==> src/rtl/branch_unit.sv <==
// rtl/branch_unit.sv - branch unit: status register, PC/LR and a 3-state branch FSM
module branch_unit #(
    parameter int                PC_W     = 9,
    parameter logic [PC_W-1:0]   RESET_PC = '0
) (
    input  logic            clk,
    input  logic            reset,
    input  logic [2:0]      z_in,
    input  logic            load_s,
    input  logic            inc_pc,
    input  logic            br_valid,
    input  logic [2:0]      br_cond,
    input  logic            br_link,
    input  logic [7:0]      br_imm,
    output logic            ready,
    output logic            done,
    output logic            taken,
    output logic [PC_W-1:0] pc,
    output logic [PC_W-1:0] lr,
    output logic [2:0]      status
);

    typedef enum logic [1:0] {
        S_IDLE   = 2'd0,
        S_EVAL   = 2'd1,
        S_COMMIT = 2'd2
    } state_t;

    state_t          r_state;
    state_t          w_next;

    logic [2:0]      r_cond;
    logic            r_link;
    logic [7:0]      r_imm;
    logic [PC_W-1:0] r_base;
    logic            r_decision;
    logic [PC_W-1:0] r_pc;
    logic [PC_W-1:0] r_lr;
    logic [2:0]      r_status;
    logic            r_taken;
    logic            r_done;

    logic            w_accept;
    logic            w_cond_met;
    logic            w_lt;
    logic [PC_W-1:0] w_offset;
    logic [PC_W-1:0] w_target;

    assign w_accept = (r_state == S_IDLE) && br_valid;
    assign w_lt     = r_status[1] ^ r_status[2];

    // Sign-extending cast of the 8-bit word offset to PC width; sums wrap.
    assign w_offset = PC_W'($signed(r_imm));
    assign w_target = r_base + w_offset;

    always_comb begin
        w_cond_met = 1'b0;
        case (r_cond)
            3'b000:  w_cond_met = 1'b1;
            3'b001:  w_cond_met = r_status[0];
            3'b010:  w_cond_met = ~r_status[0];
            3'b011:  w_cond_met = w_lt;
            3'b100:  w_cond_met = w_lt | r_status[0];
            default: w_cond_met = 1'b0;
        endcase
    end

    always_comb begin
        w_next = r_state;
        case (r_state)
            S_IDLE:   if (br_valid) w_next = S_EVAL;
            S_EVAL:   w_next = S_COMMIT;
            S_COMMIT: w_next = S_IDLE;
            default:  w_next = S_IDLE;
        endcase
    end

    always_ff @(posedge clk) begin
        if (reset) begin
            r_state <= S_IDLE;
        end else begin
            r_state <= w_next;
        end
    end

    // Status is sampled by EVAL in its own cycle, so a load on the accept
    // edge is seen and a load during EVAL/COMMIT only affects later branches.
    always_ff @(posedge clk) begin
        if (reset) begin
            r_cond     <= 3'b000;
            r_link     <= 1'b0;
            r_imm      <= 8'h00;
            r_base     <= '0;
            r_decision <= 1'b0;
            r_pc       <= RESET_PC;
            r_lr       <= '0;
            r_status   <= 3'b000;
            r_taken    <= 1'b0;
            r_done     <= 1'b0;
        end else begin
            r_done <= 1'b0;
            if (load_s) begin
                r_status <= z_in;
            end
            case (r_state)
                S_IDLE: begin
                    if (w_accept) begin
                        r_cond <= br_cond;
                        r_link <= br_link;
                        r_imm  <= br_imm;
                        r_base <= r_pc + PC_W'(1);
                    end else if (inc_pc) begin
                        r_pc <= r_pc + PC_W'(1);
                    end
                end
                S_EVAL: begin
                    r_decision <= w_cond_met;
                end
                S_COMMIT: begin
                    r_pc    <= r_decision ? w_target : r_base;
                    if (r_decision && r_link) begin
                        r_lr <= r_base;
                    end
                    r_taken <= r_decision;
                    r_done  <= 1'b1;
                end
                default: begin
                    r_done <= 1'b0;
                end
            endcase
        end
    end

    assign ready  = (r_state == S_IDLE);
    assign done   = r_done;
    assign taken  = r_taken;
    assign pc     = r_pc;
    assign lr     = r_lr;
    assign status = r_status;

endmodule
==> config.mk <==
export PLATFORM = sky130hd
export DESIGN_NAME = branch_unit
export DESIGN_NICKNAME = d
export VERILOG_FILES = /design/src/rtl/branch_unit.sv
export SDC_FILE = /design/constraint.sdc
export NUM_CORES = 1
export LEC_CHECK = 0
export CORE_ASPECT_RATIO = 1.75
export CORE_MARGIN = 5
export CORE_UTILIZATION = 52
export CTS_CLUSTER_SIZE = 10
export DETAILED_ROUTE_END_ITERATION = 10
export GPL_TIMING_DRIVEN = 0
export PLACE_DENSITY = 0.81
export RECOVER_POWER = 25
export SLEW_MARGIN = 20
export SYNTH_ARGS = -nofsm -noshare
export SYNTH_HDL_FRONTEND = slang
export SYNTH_SLANG_ARGS = --single-unit
==> constraint.sdc <==
create_clock -name clk -period 2.15 [get_ports clk]
set_input_delay 0.215 -clock clk [delete_from_list [all_inputs] [get_ports clk]]
set_output_delay 0.215 -clock clk [all_outputs]
set_load 0.005 [all_outputs]
# --- Word-level counts from Yosys, hierarchy flattened ---
# Cells that the tools add are included.
classes:
  bitwise_logic: 3
  n_eq_ne: 9
  muxes: 8
  addsub: 2
  reduce_logical: 8
ops:
  columns: ["cell", "n"]
  rows:
  - ["9-bit 2-to-1 mux", 3]
  - ["9-bit one-hot mux with 2 select lines", 1]
  - ["9-bit by 1-bit adder with 9-bit output (second input constant)", 1]
  - ["9-bit adder", 1]
  - ["3-bit by 2-bit equality test with 1-bit output (second input constant)", 2]
  - ["2-bit != test (second input constant)", 3]
  - ["1-bit one-hot mux with 5 select lines", 1]
  - ["2-bit one-hot mux with 2 select lines", 1]
  - ["2-bit AND reduction", 2]
  - ["3-bit by 1-bit equality test with 1-bit output (second input constant)", 1]
  - ["3-bit equality test (second input constant)", 1]
  - ["3-bit zero test", 1]
  - ["3-bit AND reduction", 1]
  - ["2-bit by 1-bit equality test with 1-bit output (second input constant)", 1]
  - ["2-bit equality test (second input constant)", 1]
  - ["1-bit logical AND", 2]
  - ["2-bit zero test", 1]
  - ["2-bit 2-to-1 mux", 1]
  - ["2-bit nonzero test", 1]
  - ["1-bit 2-to-1 mux", 1]
  - ["1-bit NOT", 1]
  - ["1-bit OR", 1]
  - ["1-bit XOR", 1]
word_totals:
  register_bits: 47
  output_inout_bits: 24
  wordCells: 41

# --- Depth between registers and ports, before layout ---
# Gate-level depths: netlist (run 1).
depth:
  ltp_word: 4
  depth_mapped: 9
  depth_no_buf: 9

# --- Least setup slack after synthesis (run 1) ---
# OpenSTA, ideal clock, no wires.
synth_timing:
  path_kind: "register to register"
  from: "reg r_base[0]"
  to: "reg r_pc[4] (netlist: pc[4])"
  setup_time_ps: 132
  n_path_buf: 0
  path_slack_ps: 272
  arrival_time_ps: 1746
  stages_incl_launch_ff: 10
  cell_sequence: "dfxtp_1 > ha_1 > inv_1 > fa_1 > nor2b_4 > o31a_2 > a21oi_1 > mux2_2 > o211ai_1 > a21oi_1"
synth_via:
  elab_chain_len: 3
synth_lines:
  columns: ["element", "line_no", "text"]
  rows:
  - ["start, declared", "35", "logic [PC_W-1:0] r_base;"]
  - ["start signal, assigned", "111", "r_base <= r_pc + PC_W'(1);"]
  - ["9-bit adder", "54", "assign w_target = r_base + w_offset;"]
  - ["9-bit 2-to-1 mux", "120", "r_pc <= r_decision ? w_target : r_base;"]
  - ["9-bit one-hot mux with 2 select lines", "105", "case (r_state)"]
  - ["end signal, assigned", "113", "r_pc <= r_pc + PC_W'(1);"]
  - ["end signal, assigned", "120", null]
  - ["end, declared", "37", "logic [PC_W-1:0] r_pc;"]
# No other way between the ends.
# A chain may end at the register's enable or synchronous reset.

# --- Final worst setup path (run 1) ---
layout_timing:
  from: "reg r_base[0]"
  to: "reg r_pc[8] (netlist: pc[8])"
# The elaborated chain is that of the path after synthesis.

==> impl_results.md, run 1 <==
- CP max-delay cell: dfxtp_1
- Fin crit period: 2010 ps
- Clock Latency Late Sink: 310 ps
- Crit path arrival time: 2200 ps
- Relative slew slack: between 60% and 70%
- Setup violators final: 0
- Post-Syn Nets: 321
- Max VDD drop: approximately 0.00045 V
- Die area: between 6000 and 7000 sq um
- GP Congestion: slightly above 0.8
- Core region area: approximately 4400 sq um
- Routed len/inst: 14.6 um
- Post-route insts no fill: slightly below 400
- Status: finished, final reports clean
- Antenna violations before repair: 0
- Fin area: roughly 2900 sq um
- CTS max path bufs: 2
- Area growth syn-to-layout: 24.8%
- Fillers: 405
- Placed inst area: between 2000 and 3000 sq um
- Synth Area in Compound Gates: between 10% and 20%
- CP Max Fanout: 4
- Worst Tran Pin Value: 554 ps
- CP cell instances: ha_1 -> inv_1 -> fa_2 -> nor2b_4 -> o31a_2 -> o221ai_2 -> mux2i_1 -> xnor2_1 -> a21oi_1
- Synth Area in Adders: 5.64%
- Die Ht: 98.9 um
- Type of origin of the critical path: flip-flop
- Post-synth cell types: 46
- Sink Count: 47
- Placed insts: 385
- Max cap viols: 0
- Crit end category: flip-flop
- First-pass GRT wire length: 9.44 mm
- F_max: 0.497 GHz
- # Post-CTS Setup Buffers: 0
- Vias: 2216
- Final Cycle Share: between 90% and 100%
- Largest net degree at the start of global routing: 14
- Synth Flop Type: dfxtp_1
- Gr usage total: between 20% and 30%
- Multiplexer share of the synthesized area: approximately 3.1%
- Initial Utilization: 53.4%
- CP Data Required Time: approximately 2300 ps
- HP Class: primary input to flip-flop
- Total Wirelength: between 5 and 6 mm
- Core Rows: 32
- Final Hold Fails: 0
- Post-layout util: 66.6%
- Post-Syn Area: 2350 sq um
- TritonCTS Buffers: 5
- Leakage: 1.13 nW
- Largest family of logic cells by synthesized area: simple AND/OR/NAND/NOR gates
- Synth Register Bits: between 40 and 50
- Post-Synth XOR/XNOR Area: 5.22%
- Post-synthesis sequential area ratio: 40.0%
- First DRT Iteration DRCs: 54
- Remaining antenna violation count: 0
- Post-Synth Simple-Gate Area: 21.9%
- Pins over their slew limit: 0
- FF-to-FF path depth: 9
- Worst Hold Depth: 3
- Clk pin slew, worst setup/hold paths: 90 ps
- CP peak stage delay: 350 ps
- Top Ports: 44
- Avg Synthesized Cell Area: 8.07 sq um
- Pwr/cell area: 607 nW/um^2
- Sequential cell area: 941 sq um
- HPWL after detailed placement: about 4.3 mm
- H-Tree Depth: 2
- Area of the multi-input gates: 1320 sq um
- Via density: ~5.6
- Fin nets: 371
- DRC Markers: 0
- CTS tree: yes
- YS warnings: 0
- RSZ-0062 raised after global routing: no
- Gate Count Post-Synth: roughly 290
- Clock Skew: ~5.6 ps
- Crit Path Category: flip-flop to flip-flop
- Async SR Flop Fraction: 0%
- DR pass1 iterations: 4
- Post-synth EDFFs: 0
- Total grt overflow: 0
- PortBufs: 43
- Clock Root Buffer: clkbuf_8
- Vias in the first global route: 2101
- Chip width: 60.8 um
- Setup TNS: 0 ps
- Ant diodes: 0
- Layout cells sized above 1: 7.31%
[where the power goes]
part / internal, W / total [W] / switching (W)
logic: 0.000145 / 0.000303 / 0.000158
registers: 0.000912 / 0.000953 / 0.0000412
clock network: 0.000229 / 0.000525 / 0.000296
[cells in the mapped netlist, types with 3 or more instances]
cell / number / area (sq um)
ha_1: 9 / 113
clkbuf_1: 6 / 22.5
dfxtp_1: 47 / 941
nand2b_1: 5 / 31.3
inv_1: 5 / 18.8
a211oi_1: 9 / 67.6
a21oi_1: 34 / 170
buf_2: 8 / 40.0
xor2_1: 4 / 35.0
nand2_1: 57 / 214
o21ai_0: 11 / 55.1
nand3_1: 6 / 30.0
nor2_1: 35 / 131
xnor2_1: 10 / 87.6
nor3_1: 3 / 15.0
mux2i_1: 5 / 50.1
[area by class of cell]
type	count	share of cell area [%]
Multi-Input combinational cell	223	44.9
Sequential cell	47	32.1
Timing Repair Buffer	43	14.7
Buffer	16	2.69
Clock buffer	7	2.60
Tap cell	51	2.18
Inverter	5	0.640
Clock inverter	1	0.171
[cell families after synthesis]
logic type / count (synthesis)
XOR/XNOR: 14
multiplexers: 7
flip-flops: 47
buffers and inverters: 21
adder cells (fa/ha/maj): 10
AO/OA/AOI/OAI: 74
AND/OR/NAND/NOR: 118
[routing by layer]
metal | vias up | track usage [%] | part of all wire [%]
met4 | 0 | 8.85 | 1.5
met2 | 56 | 34.0 | 51
met1 | 1050 | 24.8 | 43
met5 | - | 0 | 0
met3 | 8 | 3.67 | 3.6
li1 | 1102 | - | -
[through the flow]
stage | total power (W) | setup WS [ps] | hold WS, ps
floorplan | 0.00115 | 272 | 351
global placement | 0.00127 | 136 | 442
detailed placement | 0.00127 | 99.8 | 447
CTS | 0.00178 | 68.2 | 448
global route | 0.00185 | 40.2 | 466
finish | 0.00178 | 139 | 450
[cell usage in the layout, fill, tap and decap left out, drive strengths merged, types with 2 or more instances in the layout]
master,count
xor2,4
clkdlybuf4s50,28
inv,5
clkbuf,14
buf,8
mux2i,5
a31oi,2
mux2,2
o21bai,2
dlygate4sd3,15
nand2,57
nor3,4
o21a,2
a21oi,34
o211ai,2
and3,2
a211oi,10
and2,2
o21ai,12
nor2,36
nand3,7
dfxtp,47
nor2b,3
xnor2,10
ha,9
nand2b,5
[worst paths after layout]
check                              start               endpoint  slack, ps
hold / removal                 br_imm[6]  r_imm[6]$_SDFFE_PP0P_        450
setup reg to reg  r_base[0]$_SDFFE_PP0P_     pc[8]$_SDFFE_PP0P_        140
setup / recovery  r_base[0]$_SDFFE_PP0P_     pc[8]$_SDFFE_PP0P_        140
hold reg to reg       lr[4]$_SDFFE_PP0P_     lr[4]$_SDFFE_PP0P_        450
[worst max-delay path, delay by kind of cell (launching register included)]
family | cells | cell delay (ps)
AND/OR/NAND/NOR | 1 | 50
adder cells (fa/ha/maj) | 2 | 440
buffers and inverters | 1 | 80
flip-flops | 1 | 350
multiplexers | 1 | 230
XOR/XNOR | 1 | 170
AO/OA/AOI/OAI | 3 | 580
[flip-flops by register name, indices dropped and copies added, names as in the netlist, 2 cells and up]
signal   flops
status       3
r_imm        8
pc           9
r_base       9
r_cond       3
lr           9
r_state      2
[timing repair]
action,in CTS,in global routing
gates resized for setup,0,2
endpoints found under the setup margin,0,2
hold buffers,0,0
Power figures use the tool's default switching activity.
==> run 2: changes to the inputs <==
--- a/config.mk
+++ b/config.mk
@@ -10,7 +10,7 @@
 export CORE_UTILIZATION = 52
 export CTS_CLUSTER_SIZE = 10
 export DETAILED_ROUTE_END_ITERATION = 10
-export GPL_TIMING_DRIVEN = 0
+export MAX_ROUTING_LAYER = met4
 export PLACE_DENSITY = 0.81
 export RECOVER_POWER = 25
 export SLEW_MARGIN = 20
==> run 2 against run 1 <==
Setup slack improved by 19 ps. Register-to-register slack improved by 20 ps. Combinational power fell by 2%. Flip-flop and latch count did not move. Wire length fell by 2.6%. Global-route usage fell by 0.31 points. Largest cell class unchanged.
==> impl_results.md, run 2 (synthesized netlist as in run 1, its figures left out) <==
- Status: finished, final reports clean
- Crit path to: pc[4]$_SDFFE_PP0P_
- Placed inst area: about 2800 sq um
- Clock Latency Late Sink: around 300 ps
- Pins over their slew limit: 0
- DR pass1 iterations: 4
- Internal Power: 0.00152 W
- Type of origin of the critical path: flip-flop
- Seq pwr share: 47.6%
- H-Tree Depth: 2
- Crit path arrival time: 2150 ps
- Crit Path Category: flip-flop to flip-flop
- Sink Count: 47
- F_max: 0.502 GHz
- Die Ht: 98.9 um
- Layout cells sized above 1: under 10%
- Final Cycle Share: between 90% and 100%
- Ant diodes: 0
- CTS max path bufs: 2
- Clock Root Buffer: clkbuf_8
- CP cell instances: ha_1 -> inv_1 -> fa_2 -> nor2b_4 -> o31a_2 -> a21oi_1 -> mux2_2 -> o211ai_1 -> a21oi_1
- Most frequent cells in the layout: nand2_1 (57), dfxtp_1 (47), nor2_1 (35), clkdlybuf4s50_1 (35), a21oi_1 (34)
- Antenna violations before repair: 0
- CP top delay family: adder cells
- Clk pin slew, worst setup/hold paths: 90 ps
- # Post-CTS Setup Buffers: 0
- Fin crit period: around 2000 ps
- Fin nets: 361
- CP peak stage delay: between 300 and 400 ps
- CP Max Fanout: 4
- Core Rows: 32
- Clock share of power: a little under two fifths
- Net Switching: 0.000487 W
- CP max-delay cell: fa_2
- Setup crit start: r_base[0]$_SDFFE_PP0P_
- Area growth syn-to-layout: 25.2%
- CP Data Required Time: 2310 ps
- Initial Utilization: 53.4%
- Crit end category: flip-flop
- Final Hold Fails: 0
- FF-to-FF path depth: 9
- Chip width: 60.8 um
- RSZ-0062 raised after global routing: no
- Total Wirelength: 5.59 mm
- Clock Skew: 8.54 ps
- Vias in the first global route: 2078
- Leakage: 1.10 nW
- Total grt overflow: 0
- Setup violators final: 0
- Max VDD drop: 0.000704 V
- Crit path depth: 9
- DRC Markers: 0
- HPWL after detailed placement: 3.97 mm
- Core region area: 4400 sq um
- CP bufs+invs: 1
- Fin area: 2940 sq um
- Setup TNS: 0 ps
- Pwr/cell area: between 600 and 700 nW/um^2
- Sw frac: 24.2%
- Worst Tran Pin Value: 681 ps
- Remaining antenna violation count: 0
- Relative slew slack: between 50% and 60%
- Max cap viols: 0
- Top Ports: 44
- Gr usage total: 20.1%
- CTS tree: yes
- Via density: 5.63
- HP Class: flip-flop to flip-flop
- FF-to-FF setup slack: between 150 and 200 ps
- GP Congestion: 0.826
- Routed len/inst: approximately 15 um
- Die area: 6020 sq um
- TritonCTS Buffers: 5
- PortBufs: 43
- Capturing point of the worst reg2reg path: pc[4]$_SDFFE_PP0P_
- Most common cell after layout, fill and taps aside: nand2_1
- R2r startpoint: r_base[0]$_SDFFE_PP0P_
- Fillers: 390
- First-pass GRT wire length: slightly above 9 mm
- First DRT Iteration DRCs: 66
- Combinational Power Share: 14.9%
- Largest net degree at the start of global routing: 33
- Most frequent CP cell: a21oi_1
- Vias: 2155
[run 2: changes by cell type in the layout (fill, tap and decap cells not counted), moves of 2 or more]
| cell | change |
|---|---|
| clkbuf_1 | -8 |
| buf_2 | -7 |
| clkdlybuf4s50_1 | +7 |
| dlygate4sd3_1 | -7 |
| buf_4 | +4 |
| bufinv_16 | +2 |
[run 2: per-stage QoR]
| step | hold slack, ps | util, % | setup slack [ps] | total power, W | instances |
|---|---|---|---|---|---|
| 6_report | 455 | 66.8 | 158 | 0.00201 | 383 |
| 5_1_grt | 471 | 66.8 | 21.1 | 0.00210 | 383 |
| 4_1_cts | 449 | 66.8 | 92.3 | 0.00203 | 383 |
| 3_5_place_dp | 447 | 63.8 | 121 | 0.00127 | 375 |
| 3_3_place_gp | 442 | 63.8 | 198 | 0.00126 | 375 |
| 2_1_floorplan | 351 | - | 272 | 0.00115 | 291 |
[run 2: metal layers]
layer	up-vias	part of all wire [%]	global-route usage (%)
li1	1077	-	-
met1	1010	41	23.9
met2	61	52	33.1
met3	7	5.4	3.54
met4	0	1.4	7.18
met5	-	0	-
[run 2: final cells by class]
cell class,count,area [sq um],area share (%)
clock buffers,6,72.6,2.47
clock inverters,2,60.1,2.04
inverters,5,18.8,0.638
multi-input cells,223,1310,44.6
flip-flops and latches,47,941,32.0
well taps,51,63.8,2.17
repair buffers,49,473,16.1
[run 2: what timing repair did]
item                       in CTS  in global routing
gates resized for setup         0                  1
hold buffers                    0                  0
setup endpoints to repair       0                  1
[run 2: worst min-delay path: cells and delay by family (launching register included)]
family,cells,cell delay (ps)
AO/OA/AOI/OAI,1,50
flip-flops,1,310
AND/OR/NAND/NOR,1,50
[run 2: power by group through the flow]
stage / sequential [W] / combinational, W / clock [W]
floorplan: 0.000962 / 0.000189 / 0
CTS: 0.000955 / 0.000298 / 0.000775
finish: 0.000956 / 0.000298 / 0.000755
global route: 0.000961 / 0.000330 / 0.000804
detailed placement: 0.000975 / 0.000293 / 0
global placement: 0.000973 / 0.000287 / 0
[run 2: worst min path at each step]
stage	start	slack [ps]	depth (start not counted)	to
floorplan	br_cond[2]	350	2	r_cond[2]$_SDFFE_PP0P_
global placement	lr[5]$_SDFFE_PP0P_	440	2	lr[5]$_SDFFE_PP0P_
detailed placement	lr[8]$_SDFFE_PP0P_	450	2	lr[8]$_SDFFE_PP0P_
finish	lr[0]$_SDFFE_PP0P_	450	2	lr[0]$_SDFFE_PP0P_
global route	lr[8]$_SDFFE_PP0P_	470	2	lr[8]$_SDFFE_PP0P_
CTS	br_imm[6]	450	3	r_imm[6]$_SDFFE_PP0P_
==> run 3: changes to the inputs <==
--- a/config.mk
+++ b/config.mk
@@ -5,6 +5,7 @@
 export SDC_FILE = /design/constraint.sdc
 export NUM_CORES = 1
 export LEC_CHECK = 0
+export CAP_MARGIN = 30
 export CORE_ASPECT_RATIO = 1.75
 export CORE_MARGIN = 5
 export CORE_UTILIZATION = 52
@@ -13,6 +14,7 @@
 export MAX_ROUTING_LAYER = met4
 export PLACE_DENSITY = 0.81
 export RECOVER_POWER = 25
+export SETUP_SLACK_MARGIN = 0.5
 export SLEW_MARGIN = 20
 export SYNTH_ARGS = -nofsm -noshare
 export SYNTH_HDL_FRONTEND = slang
==> run 3 against run 2 <==
Non-clock buffer count rose by 2. Clock skew shrank 1.2 ps. Total power decreased by 10%. Sequential share of layout area down 0.25 points. Maximum frequency up 5.7%. Clock-buffer cell count unchanged. Worst hold slack worse by 5.0 ps. Critical path depth did not move. Combinational power up 3%. Highest routed layer unchanged.
==> impl_results.md, run 3 (synthesized netlist as in run 1, its figures left out) <==
- Relative slew slack: 15.8%
- Total Wirelength: about 5.4 mm
- Vias in the first global route: 2119
- Final Hold Fails: 0
- F_max: 0.531 GHz
- Leakage: 1.10 nW
- Setup TNS: 0 ps
- Layout cells sized above 1: 10.8%
- Fin area: 2980 sq um
- Ant diodes: 0
- Initial Utilization: ~53%
- Clock Skew: 7.31 ps
- Pwr/cell area: slightly above 600 nW/um^2
- CP cell instances: ha_4 -> inv_2 -> fa_2 -> nor2b_4 -> o31a_4 -> a21oi_1 -> mux2_4 -> o211ai_1 -> a21oi_1
- PortBufs: 43
- Most common cell after layout, fill and taps aside: nand2_1
- Final Total Pwr: about 0.0018 W
- Clock Root Buffer: clkbuf_8
- Vias: 2134
- Core region area: 4400 sq um
- Clock Latency Late Sink: approximately 300 ps
- HPWL after detailed placement: approximately 3.8 mm
- Remaining antenna violation count: 0
- Placed inst area: between 2000 and 3000 sq um
- Area growth syn-to-layout: 26.8%
- CP max-delay cell: fa_2
- Worst Tran Pin Value: 1260 ps
- Sink Count: 47
- CTS tree: yes
- Crit Path Category: flip-flop to flip-flop
- DR pass1 iterations: 4
- Clk pin slew, worst setup/hold paths: 90 ps
- Fillers: roughly 380
- Die Ht: roughly 99 um
- Crit path arrival time: 2030 ps
- Fin nets: 363
- Most frequent cells in the layout: nand2_1 (57), dfxtp_1 (45), clkdlybuf4s50_1 (37)
- Max cap viols: 0
- H-Tree Depth: 2
- TritonCTS Buffers: 5
- First-pass GRT wire length: 9.36 mm
- CP Data Required Time: between 2000 and 2500 ps
- Type of origin of the critical path: flip-flop
- FF-to-FF setup slack: 270 ps
- First DRT Iteration DRCs: slightly above 50
- CTS max path bufs: 2
- Largest net degree at the start of global routing: 29
- Via density: 5.54
- Status: finished, final reports clean
- Gr usage total: slightly above 20%
- RSZ-0062 raised after global routing: yes
- GP Congestion: just under 0.9
- Top Ports: 44
- Max VDD drop: 0.000453 V
- Die area: 6020 sq um
- Final Cycle Share: 87.7%
- DRC Markers: 0
- Most frequent CP cell: a21oi_1
- Chip width: 60.8 um
- CP peak stage delay: 380 ps
- Total grt overflow: 0
- Crit end category: flip-flop
- Routed len/inst: between 10 and 15 um
- Core Rows: 32
- Pins over their slew limit: 0
- HP Class: primary input to flip-flop
- CP Max Fanout: 3
- Antenna violations before repair: 0
- Setup violators final: 0
- Fin crit period: 1880 ps
==> run 3: cell types whose count changed in the layout (fill, tap and decap cells not counted), moves of 2 or more <==
| cell | delta |
|---|---|
| clkdlybuf4s50_1 | +2 |
| ha_1 | -3 |
| buf_4 | +2 |
| dlygate4sd3_1 | -2 |
| ha_4 | +2 |
| dfxtp_1 | -2 |
| bufinv_16 | -2 |
==> run 3: layer usage <==
layer	vias up	GRT usage [%]	wire (um)
li1	1078	-	-
met1	985	24.6	2330
met2	58	33.1	2780
met3	13	3.28	214
met4	0	7.85	111
met5	-	-	0
==> run 3: metrics by stage <==
| step | worst slack [ps] | util, % | hold WS [ps] | std cells |
|---|---|---|---|---|
| finish | 265 | 67.7 | 450 | 385 |
| global route | 138 | 67.7 | 460 | 385 |
| CTS | 301 | 66.7 | 452 | 384 |
| detailed placement | 256 | 64.2 | 445 | 375 |
| global placement | 295 | 64.2 | 443 | 375 |
| floorplan | 346 | - | 343 | 291 |
==> run 3: critical path: cells and delay by family (launching register included) <==
kind            cells  cell delay [ps]
flops               1              360
fa+ha+maj           2              520
buf+inv             1               30
compound gates      4              410
mux                 1              260
simple gates        1              130
==> run 3: what timing repair did <==
item	4_1_cts	5_1_grt
endpoints found under the setup margin	6	10
hold buffers	0	0
resized for setup	3	9
buffers inserted	1	1
endpoints found under the hold margin	0	0
pin swaps	7	7
==> run 3: cell type report <==
type                    count  area (sq um)  area share [%]
clock buffers               6          72.6            2.43
clock inverters             2          12.5           0.420
inverters                   5          18.8           0.630
multi-input cells         223          1380            46.3
flip-flops and latches     47           946            31.7
well taps                  51          63.8            2.14
repair buffers             51           487            16.3
==> run 3: power by group <==
part           total [W]  switching [W]  internal (W)
Sequential      0.000960      0.0000478      0.000912
Clock           0.000534       0.000306      0.000228
Combinational   0.000306       0.000150      0.000156
==> run 3: worst paths after layout <==
check	from	end	depth (start not counted)
min	br_imm[0]	r_imm[0]$_SDFFE_PP0P_	3
max	r_imm[0]$_SDFFE_PP0P_	pc[4]$_SDFFE_PP0P_	9
max reg2reg	r_imm[0]$_SDFFE_PP0P_	pc[4]$_SDFFE_PP0P_	9
min reg2reg	lr[0]$_SDFFE_PP0P_	lr[0]$_SDFFE_PP0P_	2
